==> config.mk <==
export PLATFORM = sky130hd
export DESIGN_NAME = pipeline_controller
export DESIGN_NICKNAME = d
export VERILOG_FILES = /design/src/rtl/pipeline_controller_pkg.sv /design/src/rtl/pipeline_controller_sat_counter.sv /design/src/rtl/pipeline_controller.sv
export SDC_FILE = /design/constraint.sdc
export NUM_CORES = 1
export LEC_CHECK = 0
export ABC_AREA = 1
export BUFFER_PORTS_ARGS = -buffer_cell sky130_fd_sc_hd__buf_2
export CAP_MARGIN = 40
export CORE_ASPECT_RATIO = 1.2
export CORE_MARGIN = 3
export CORE_UTILIZATION = 60
export CTS_CLUSTER_SIZE = 10
export DETAILED_ROUTE_END_ITERATION = 6
export GPL_ROUTABILITY_DRIVEN = 0
export GPL_TIMING_DRIVEN = 0
export PLACE_DENSITY = 0.83
export SLEW_MARGIN = 20
export SYNTH_ARGS = -nofsm -noshare
export SYNTH_HDL_FRONTEND = slang
export SYNTH_SLANG_ARGS = --single-unit
==> constraint.sdc <==
create_clock -name clock -period 6.39 [get_ports clock]
set_clock_uncertainty 0.1 [all_clocks]
set_input_delay 0.639 -clock clock [delete_from_list [all_inputs] [get_ports clock]]
set_output_delay 0.639 -clock clock [all_outputs]
set_load 0.02 [all_outputs]
==> src/rtl/pipeline_controller_pkg.sv <==
// pipeline_controller_pkg: shared state encoding and default watchdog limit
package pipeline_controller_pkg;
    typedef enum logic [1:0] {
        RUN      = 2'd0,
        MEM_WAIT = 2'd1,
        HALTED   = 2'd2
    } state_e;
    localparam int DEF_MEM_TIMEOUT = 255;
endpackage

==> src/rtl/pipeline_controller_sat_counter.sv <==
// sat_counter: saturating up-counter with synchronous clear taking priority
module sat_counter #(
    parameter int WIDTH = 16
) (
    input  logic             clock,
    input  logic             reset,
    input  logic             inc,
    input  logic             clr,
    output logic [WIDTH-1:0] q
);
    logic [WIDTH-1:0] q_q, q_d;
    // next count: clear wins, otherwise count up until all ones
    always_comb begin
        q_d = clr ? '0 : (inc && q_q != '1) ? q_q + 1'b1 : q_q;
    end
    // count register
    always_ff @(posedge clock or posedge reset) begin
        if (reset) q_q <= '0;
        else       q_q <= q_d;
    end
    assign q = q_q;
endmodule

==> src/rtl/pipeline_controller.sv <==
// pipeline_controller: stall/freeze/flush/halt sequencing for the 5-stage pipeline
module pipeline_controller
    import pipeline_controller_pkg::*;
#(
    parameter int              CNT_W       = 16,
    parameter int              TO_W        = 8,
    parameter logic [TO_W-1:0] MEM_TIMEOUT = TO_W'(DEF_MEM_TIMEOUT)
) (
    input  logic             clock,
    input  logic             reset,
    input  logic             hazardStall,
    input  logic             branchTaken,
    input  logic             memReq,
    input  logic             memReady,
    input  logic             halt,
    input  logic             counterClear,
    output logic             pcWrite,
    output logic             IF_ID_write,
    output logic             IF_ID_flush,
    output logic             ID_EX_flush,
    output logic             EX_MEM_write,
    output logic             MEM_WB_write,
    output logic             halted,
    output logic             memTimeout,
    output logic [CNT_W-1:0] stallCount,
    output logic [CNT_W-1:0] flushCount
);
    state_e          st_q, st_d;
    logic [TO_W-1:0] wd_q, wd_d;
    logic            mt_q, mt_d;
    logic            ev_halt, freeze, stop;
    // halt is only seen when WB can advance; a freeze holds until memReady
    always_comb begin
        ev_halt      = halt && (st_q == RUN || memReady);
        freeze       = !memReady && (st_q == MEM_WAIT || memReq);
        stop         = reset || st_q == HALTED || ev_halt || freeze;
        pcWrite      = !stop && !hazardStall;
        IF_ID_write  = !stop && !hazardStall;
        ID_EX_flush  = !stop && hazardStall;
        IF_ID_flush  = !stop && !hazardStall && branchTaken;
        EX_MEM_write = !stop;
        MEM_WB_write = !stop;
        st_d         = st_q;
        wd_d         = wd_q;
        mt_d         = mt_q;
        if (st_q == HALTED) begin
            st_d = HALTED;
        end else if (ev_halt) begin
            st_d = HALTED;
        end else if (freeze) begin
            if (st_q == RUN) begin
                st_d = MEM_WAIT;
                wd_d = TO_W'(1);
            end else if (wd_q == MEM_TIMEOUT - 1'b1) begin
                st_d = HALTED;
                mt_d = 1'b1;
            end else begin
                wd_d = wd_q + 1'b1;
            end
        end else begin
            st_d = RUN;
            wd_d = '0;
        end
    end
    // state, watchdog and sticky timeout flag
    always_ff @(posedge clock or posedge reset) begin
        if (reset) begin
            st_q <= RUN;
            wd_q <= '0;
            mt_q <= 1'b0;
        end else begin
            st_q <= st_d;
            wd_q <= wd_d;
            mt_q <= mt_d;
        end
    end
    assign halted     = st_q == HALTED;
    assign memTimeout = mt_q;
    sat_counter #(.WIDTH(CNT_W)) u_stall_cnt (
        .clock (clock),
        .reset (reset),
        .inc   (st_q != HALTED && !pcWrite),
        .clr   (counterClear),
        .q     (stallCount)
    );
    sat_counter #(.WIDTH(CNT_W)) u_flush_cnt (
        .clock (clock),
        .reset (reset),
        .inc   (IF_ID_flush),
        .clr   (counterClear),
        .q     (flushCount)
    );
endmodule

==> metrics.md <==
| Metric | Value |
|---|---|
| Status | finished, final reports clean |
| Placed Instances | 502 |
| CTS root buf | clkbuf_8 |
| Logic pwr share | 0.065 |
| Drt initial violations | 137 |
| ANT cells | 0 |
| WP data arrival | 1890 ps |
| Crit path required time | 5650 ps |
| Die width | 69.4 um |
| Initial Util | 0.626 |
| Sw Ratio | 0.233 |
| Fill count | 364 |
| FF-to-FF Start | u_stall_cnt.q[0]$_DFFE_PP0P_ |
| Top post-synthesis cells by area | dfrtp_1 37%, nand2_1 14%, nand3_1 9.7%, inv_1 6.1%, nor2_1 6.0% |
| Detailed Route WL | 6350 um |
| Later-pin clock latency in the skew report | 300 ps |
| Unique cell type count in the Yosys netlist | 34 |
| DRT antenna net count | 0 |
| Clock power frac | 0.418 |
| Switching Power | 125 uW |
| Nets@finish | 463 |
| WS Path Type | input pin to output pin |
| RSZ-0062 raised after global routing | no |
| Most frequent cells in the layout | 109 x nand2_1, 56 x nand3_1, 49 x buf_2, 46 x inv_1, 46 x nor2_1 |
| Worst hold path type | input pin to asynchronous set/reset pin |
| Commonest non-fill, non-tap cell in the layout | nand2_1 |
| Die height | 82.1 um |
| Std cell rows | 27 |
| Vias in the first global route | 2552 |
| Dominant cell type by area after synthesis | dfrtp_1 |
| DR vias | 2721 |
| Count of final max-slew check failures | 0 |
| Post-synthesis sequential area ratio | 0.371 |
| Shortest clock period the worst path allows after layout | 2620 ps |
| R2R setup slack | 4480 ps |
| Syn nets | 409 |
| First-pass GRT wire length | 11100 um |
| RR Endpoint | u_stall_cnt.q[7]$_DFFE_PP0P_ |
| First-pass detailed-route iteration total | 5 |
| Fmax | 381 MHz |
| P&R area growth vs syn | 15.2% |
| Htree depth | 2 |
| Layout cells sized above 1 | 0.208 |
| Drt drc | 0 |
| Routed length per instance | 12.4 um |
| Setup TNS | 0 ps |
| Yosys reg bits | 43 |
| Pin count of the biggest net entering global routing | 31 |
| CTS tree | yes |
| Crit. End Element | output pin |
| # setup viols final | 0 |
| Max Buffers Root-to-Sink | 2 |
| Total global-route track usage | 0.236 |
| Synth Instances | 397 |
| Initial antenna violation count | 0 |
| Clock slew at reported path FFs | 80 ps |
| Synth warn | 0 |
| Synth Area per Inst | 7.30 um^2 |
| Crit path launch type | input pin |
| Internal power | 410 uW |
| Leakage | 0.00187 uW |
| R2R depth | 9 |
| Max cap viols | 0 |
| Detailed Place HPWL | 4700 um |
| Seq pwr share | 0.517 |
| Final Hold Vio Count | 0 |
| Full die area | 5700 um^2 |
| Vias/cell | 5.34 |
| CTS resizes | 0 |
| TritonCTS buffer count | 5 |
| Top Ports | 48 |
| Total power per unit cell area | 160 nW/um^2 |
| Worst-path maximum fanout | 15 |
| Netlist Area Pre-Place | 2900 um^2 |
| Num Clock Sinks | 43 |
| Yosys top cell area share | 0.371 |
| Count of buffers from port buffering | 46 |
| Worst IR drop on VDD | 0.000151 V |
| Fin cells | 510 |
| Worst-margin pin slew | 503 ps |
| Slew HR | 0.665 |
| Hold_buf cts | 0 |
| Final worst path period share | 0.411 |
| Overflow after GRT | 0 |
| Placeable Area | 4630 um^2 |
| Post-CTS Setup Inserts | 0 |
==> cell families after synthesis <==
logic type                 Yosys count  share of synthesized area
DFF                                 43                      0.371
and+or+nand+nor                    248                      0.412
adders and majority gates            4                     0.0173
xor gates and xnor gates            22                     0.0665
AOI/OAI and AO/OA                   18                     0.0397
buffers and inverters               62                     0.0929
==> cells in the mapped netlist <==
| library cell | count |
|---|---|
| a31o_2 | 1 |
| buf_4 | 4 |
| buf_2 | 3 |
| nand3_4 | 2 |
| nor2_2 | 4 |
| ha_1 | 4 |
| xor2_1 | 19 |
| buf_6 | 2 |
| a21oi_2 | 1 |
| a21oi_1 | 2 |
| and2_1 | 1 |
| o21bai_1 | 3 |
| o31ai_1 | 1 |
| nor2_8 | 1 |
| nand2_2 | 3 |
| nor2_1 | 46 |
| dfrtp_1 | 43 |
| inv_2 | 1 |
| nand4_1 | 6 |
| o21ai_0 | 4 |
| nor2_4 | 1 |
| clkbuf_1 | 4 |
| xnor2_1 | 3 |
| nand4_2 | 2 |
| nor3b_1 | 1 |
| nand3_1 | 56 |
| nor3_1 | 3 |
| inv_1 | 47 |
| o22ai_1 | 6 |
| nand2_4 | 2 |
| nand2_1 | 109 |
| nand3b_1 | 1 |
| inv_4 | 1 |
| nand3_2 | 10 |
==> layout make-up <==
cell class	count	area, um^2	area share
buffer	13	82.6	0.0247
clock buffer	6	82.6	0.0247
timing repair buffer	47	250	0.0750
inverter	49	186	0.0559
sequential	43	1080	0.322
multi-input combinational	292	1550	0.465
tap	58	72.6	0.0217
clock inverter	2	35.0	0.0105
==> critical path, cell delays in order <==
cell     delay, ps
buf_2          100
inv_2          260
nand3_1        260
nor2_8         190
nand2_2        110
inv_1           80
buf_4          100
buf_2          150
==> sequential cells by signal (all words and copies together), names as in the netlist <==
register       count
u_flush_cnt.q     16
st_q               2
memTimeout         1
u_stall_cnt.q     16
wd_q               8
==> worst max-delay path by stage <==
stage	from	endpoint	slack, ps	cells past startpoint
after global routing	reset	pcWrite	3580	8
after detailed placement	reset	pcWrite	3720	8
after floorplan	reset	pcWrite	2970	6
final	reset	pcWrite	3770	8
after global placement	reset	pcWrite	2460	8
after CTS	reset	pcWrite	3720	8
==> power groups by stage <==
| stage | combinational [uW] | clock (uW) | sequential (uW) |
|---|---|---|---|
| final | 34.7 | 224 | 277 |
| after CTS | 35.4 | 228 | 277 |
| after global placement | 33.2 | 0 | 282 |
| after detailed placement | 35.2 | 0 | 282 |
| after floorplan | 20.4 | 0 | 285 |
| after global routing | 39.8 | 240 | 277 |
==> per-layer routing <==
layer	vias to the layer above	part of all wire	global-route usage
li1	1369	-	-
met1	1262	0.45	0.294
met2	82	0.48	0.421
met3	8	0.059	0.0412
met4	0	0.011	0.0742
met5	-	0	0
==> per-stage QoR <==
step / setup slack, ps / instance area [um^2] / hold WS (ps) / power, uW / utilization
6_report: 3770 / 3340 / 195 / 535 / 0.721
3_3_place_gp: 2460 / 3200 / 348 / 315 / 0.691
4_1_cts: 3720 / 3340 / 200 / 540 / 0.721
5_1_grt: 3580 / 3340 / 210 / 557 / 0.721
2_1_floorplan: 2970 / 2900 / 427 / 305 / -
3_5_place_dp: 3720 / 3220 / 378 / 317 / 0.696
Power figures use the tool's default switching activity.
